$ cat src/rtl/nonce_scheduler.sv
// Two-lane nonce scheduler: issues consecutive nonces to two hash lanes offset by
// half a hash, checks each lane result against the target and reports the first winner.
module nonce_scheduler #(
    parameter int ROUNDS = 64,
    parameter int CW     = 6,
    parameter int HW     = 24
) (
    input  logic          clk,
    input  logic          reset,
    input  logic          start,
    input  logic          abort,
    input  logic [95:0]   header_in,
    input  logic [31:0]   nonce_first,
    input  logic [31:0]   nonce_last,
    input  logic [HW-1:0] target,
    input  logic [HW-1:0] hash_0,
    input  logic [HW-1:0] hash_1,
    output logic [95:0]   entrada,
    output logic [31:0]   nonce,
    output logic [CW-1:0] counter,
    output logic [CW-1:0] counter_2d,
    output logic          busy,
    output logic          done,
    output logic          found,
    output logic [31:0]   golden_nonce,
    output logic [1:0]    state_o
);

    typedef enum logic [1:0] {
        IDLE  = 2'd0,
        RUN   = 2'd1,
        DRAIN = 2'd2
    } state_t;

    localparam logic [CW-1:0] HALF = CW'(ROUNDS / 2);
    localparam logic [CW-1:0] LAST = CW'(ROUNDS - 1);

    state_t        state_q;
    logic [CW-1:0] cnt_q;
    logic [CW-1:0] cnt_d;
    logic [31:0]   nonce_q;
    logic [31:0]   last_q;
    logic [HW-1:0] target_q;
    logic [95:0]   entrada_q;
    logic [31:0]   golden_q;
    logic          found_q;
    logic          done_q;
    logic          busy_q;
    logic          arm0_q;
    logic          arm1_q;
    logic          arm0_d;
    logic          arm1_d;
    logic [31:0]   inflight0_q;
    logic [31:0]   inflight1_q;

    logic [CW-1:0] cnt_2d;
    logic          issue0;
    logic          issue1;
    logic          chk0;
    logic          chk1;
    logic          hit0;
    logic          hit1;
    logic          last_issue;
    logic          drain_empty;

    // Lane 1 trails lane 0 by half a hash; 2^CW == ROUNDS makes the add wrap for free.
    assign cnt_2d      = cnt_q + HALF;
    assign cnt_d       = cnt_q + CW'(1);
    assign issue0      = (state_q == RUN) && (cnt_q == '0);
    assign issue1      = (state_q == RUN) && (cnt_2d == '0);
    assign chk0        = (state_q != IDLE) && (cnt_q == LAST) && arm0_q;
    assign chk1        = (state_q != IDLE) && (cnt_2d == LAST) && arm1_q;
    assign hit0        = chk0 && (hash_0 < target_q);
    assign hit1        = chk1 && (hash_1 < target_q);
    assign last_issue  = (issue0 || issue1) && (nonce_q == last_q);
    assign arm0_d      = issue0 || (arm0_q && !chk0);
    assign arm1_d      = issue1 || (arm1_q && !chk1);
    assign drain_empty = (state_q == DRAIN) && !arm0_d && !arm1_d;

    // start is a level request with no ready: it is taken on any edge that finds the block
    // in IDLE and ignored otherwise; abort is only honoured in RUN or DRAIN.
    always_ff @(posedge clk) begin
        if (reset) begin
            state_q     <= IDLE;
            cnt_q       <= '0;
            nonce_q     <= '0;
            last_q      <= '0;
            target_q    <= '0;
            entrada_q   <= '0;
            golden_q    <= '0;
            found_q     <= 1'b0;
            done_q      <= 1'b0;
            busy_q      <= 1'b0;
            arm0_q      <= 1'b0;
            arm1_q      <= 1'b0;
            inflight0_q <= '0;
            inflight1_q <= '0;
        end else begin
            done_q <= 1'b0;
            case (state_q)
                IDLE: begin
                    if (start) begin
                        entrada_q <= header_in;
                        nonce_q   <= nonce_first;
                        last_q    <= nonce_last;
                        target_q  <= target;
                        golden_q  <= '0;
                        found_q   <= 1'b0;
                        cnt_q     <= '0;
                        busy_q    <= 1'b1;
                        state_q   <= RUN;
                    end
                end
                default: begin
                    if (abort) begin
                        state_q <= IDLE;
                        cnt_q   <= '0;
                        busy_q  <= 1'b0;
                        arm0_q  <= 1'b0;
                        arm1_q  <= 1'b0;
                    end else if (hit0 || hit1) begin
                        golden_q <= hit0 ? inflight0_q : inflight1_q;
                        found_q  <= 1'b1;
                        done_q   <= 1'b1;
                        busy_q   <= 1'b0;
                        state_q  <= IDLE;
                        cnt_q    <= '0;
                        arm0_q   <= 1'b0;
                        arm1_q   <= 1'b0;
                    end else if (drain_empty) begin
                        done_q  <= 1'b1;
                        busy_q  <= 1'b0;
                        state_q <= IDLE;
                        cnt_q   <= '0;
                        arm0_q  <= 1'b0;
                        arm1_q  <= 1'b0;
                    end else begin
                        cnt_q  <= cnt_d;
                        arm0_q <= arm0_d;
                        arm1_q <= arm1_d;
                        if (issue0) begin
                            inflight0_q <= nonce_q;
                        end
                        if (issue1) begin
                            inflight1_q <= nonce_q;
                        end
                        // The final nonce never increments, so a full 32-bit range cannot wrap.
                        if (last_issue) begin
                            state_q <= DRAIN;
                        end else if (issue0 || issue1) begin
                            nonce_q <= nonce_q + 32'd1;
                        end
                    end
                end
            endcase
        end
    end

    assign entrada      = entrada_q;
    assign nonce        = nonce_q;
    assign counter      = cnt_q;
    assign counter_2d   = cnt_2d;
    assign busy         = busy_q;
    assign done         = done_q;
    assign found        = found_q;
    assign golden_nonce = golden_q;
    assign state_o      = state_q;

endmodule
$ cat config.mk
export PLATFORM = sky130hd
export DESIGN_NAME = nonce_scheduler
export DESIGN_NICKNAME = d
export VERILOG_FILES = /design/src/rtl/nonce_scheduler.sv
export SDC_FILE = /design/constraint.sdc
export NUM_CORES = 1
export LEC_CHECK = 0
export CORE_AREA = 2 2 171 173
export DETAILED_ROUTE_END_ITERATION = 10
export DIE_AREA = 0 0 173 175
export GPL_ROUTABILITY_DRIVEN = 0
export PLACE_DENSITY_LB_ADDON = 0.2
export SYNTH_ARGS = -nofsm -noshare
export SYNTH_HDL_FRONTEND = slang
export SYNTH_SLANG_ARGS = --single-unit
$ cat constraint.sdc
create_clock -name clk -period 3.6 [get_ports clk]
set_clock_uncertainty 0.2 [all_clocks]
set_input_delay 0.36 -clock clk [delete_from_list [all_inputs] [get_ports clk]]
set_output_delay 0.36 -clock clk [all_outputs]
set_load 0.05 [all_outputs]
==> run metrics <==
CP Launch Point nonce[7]; aggregate global routing overflow 0; leakage power figure 6.58 nW; final design instance area without fill 18600 sq um; end point of the critical path nonce[3]; TNS Setup 0 ns; Least-Margin Pin Slew 0.956 ns; worst hold path class in -> reg; P&R area growth vs syn 42.2%; Clock Path Buffers 3; status complete, no violations; RR Endpoint nonce[3]; unrepaired setup endpoints after global routing no; Yosys warning count 0; worst skew pair latency 0.51 ns; Top FF cell, synth dfxtp_1; vias post-DR 12900; max-cap viol count 0; post-CTS setup buffer count 0; cts hold-fix bufs 0; Die ar. 30300 sq um; Rows 62; CORE AREA 28400 sq um; crit end category flop; routed len/inst 18.6 um; Synth Net Count 1894; Unique masters post-synth 68; worst reg2reg path startpoint nonce[7]; Slew Viols, Final 0; drt first-iter violations 1211; antenna-violating nets left 0; Overall Global Routing Usage 28.1%; Via density 5.40; CTS Buf Count 35; DRC 0; mapped cell area 13100 sq um; cells after synthesis 1609; pin count of the biggest net entering global routing 149; Post-Route Utilization 65.7%; Crit Path Class reg -> reg; initial antenna violation count 12; detailed placement HPWL 30400 um; Post-Syn Area per Cell 8.15 sq um; placed cell area 17500 sq um; Initial Util 46.2%; R2R setup slack 0.56 ns; CTS tree done; most common cell after layout, fill and taps aside nand2_1; sequential element share of the synthesized area 44.7%; fillers 2427; VDD IR max 470 uV; first-pass GRT wire length 68400 um; Pwr Density 458 nW/um^2; commonest non-fill, non-tap cells in the layout nand2_1, clkdlybuf4s50_1, dfxtp_1; Post-synth EDFFs 0; routed wire length 44300 um; Die W 173 um; Ports 413; WP data required 3.82 ns; number of global-route vias before repair 12400; setup violators final 0; Root Buffer clkbuf_16; Clock H-tree levels 2; DIE HEIGHT 175 um; post_cts resized 0; Critical Path Fanout Max 14; WP data arrival 3.26 ns; port buffer count 412; FF-to-FF path depth 8; Final Critical Period 3.04 ns; DR pass1 iterations 8; Worst slew margin 36.3%; final worst path period share 84.4%; async set-reset flop share out of synthesis 0%; Reg clk slew, reported paths 0.06 ns; crit start category flop; fin nets 2247; Yosys reg bits 293; Max Clock Freq 329 MHz; Hold Fails Final Rpt 0; clock sinks 293; ratio of cells with drive above 1 in the final layout 6.85%
Yosys cell counts (6+ instances only):
| cell | number | area [sq um] |
|---|---|---|
| a211oi_1 | 14 | 105 |
| a21o_1 | 6 | 45.0 |
| a21oi_1 | 260 | 1300 |
| a31oi_1 | 7 | 43.8 |
| and3_1 | 12 | 75.1 |
| buf_2 | 10 | 50.1 |
| buf_4 | 7 | 52.6 |
| buf_6 | 9 | 101 |
| clkbuf_1 | 96 | 360 |
| dfxtp_1 | 293 | 5870 |
| ha_1 | 49 | 613 |
| inv_1 | 31 | 116 |
| mux2i_1 | 32 | 320 |
| nand2_1 | 489 | 1840 |
| nand3_1 | 24 | 120 |
| nand4_1 | 19 | 119 |
| nor2_1 | 37 | 139 |
| nor3_1 | 8 | 40.0 |
| o21a_1 | 6 | 45.0 |
| o21ai_0 | 39 | 195 |
| o2bb2ai_2 | 30 | 450 |
| o31ai_1 | 12 | 90.1 |
| or3_1 | 8 | 50.1 |
| xnor2_1 | 33 | 289 |
flip-flops by register name (all words and copies together) (netlist names), 2 cells and up:
register	cells
counter	6
nonce	32
inflight1_q	32
inflight0_q	32
golden_nonce	32
last_q	32
state_o	2
entrada	96
target_q	24
routing by layer:
metal	global-route usage [%]	wire length, um	part of all wire [%]	vias to the layer above
met5	0	0	0	-
met4	11.9	1590	3.6	0
met3	7.40	3770	8.5	93
met2	47.3	21400	48	524
met1	34.2	17500	39	6070
li1	-	-	-	6175
per-stage QoR:
stage | hold slack (ns) | power [mW] | worst slack [ns] | cells
finish | 0.196 | 8.53 | 0.563 | 2382
global route | 0.190 | 8.84 | 0.368 | 2382
CTS | 0.183 | 8.58 | 0.582 | 2369
detailed placement | 0.246 | 5.02 | 0.176 | 2309
global placement | 0.241 | 5.00 | 0.223 | 2309
floorplan | 0.236 | 4.38 | 0.652 | 1609
report_power, final:
group | total, mW | internal (mW) | switching, mW
clock | 3.56 | 2.20 | 1.37
sequential | 3.51 | 3.38 | 0.128
combinational | 1.46 | 0.610 | 0.854
cell families after synthesis:
group           share of synthesized area [%]
simple gates                             20.3
xor+xnor                                 2.20
buf+inv                                  5.35
compound gates                           20.3
flops                                    44.7
fa+ha+maj                                4.68
mux                                      2.44
worst max-delay path: stages (launching register included):
cell     delay (ns)
dfxtp_1        0.55
xnor2_1        0.25
nand4_1        0.22
nor4_1         0.41
a21oi_1        0.16
nor2_1         0.55
buf_4          0.33
o21ai_0        0.12
a21oi_1        0.17
worst min path at each step:
stage / startpoint / to / slack (ns) / cells after the start
CTS: header_in[58] / entrada[58] / 0.18 / 3
detailed placement: entrada[20] / entrada[20] / 0.25 / 2
floorplan: inflight1_q[0] / inflight1_q[0] / 0.24 / 2
global route: header_in[58] / entrada[58] / 0.19 / 3
global placement: entrada[30] / entrada[30] / 0.24 / 2
finish: header_in[0] / entrada[0] / 0.20 / 3
layout make-up:
cell class / instances / area (sq um) / area share [%]
Clock inverter: 10 / 135 / 0.725
Tap cell: 384 / 480 / 2.58
Multi-Input combinational cell: 1160 / 6570 / 35.2
Inverter: 31 / 116 / 0.624
Timing Repair Buffer: 441 / 4420 / 23.7
Clock buffer: 50 / 1020 / 5.49
Antenna cell: 13 / 32.5 / 0.174
Sequential cell: 293 / 5870 / 31.5
Power figures use the tool's default switching activity.
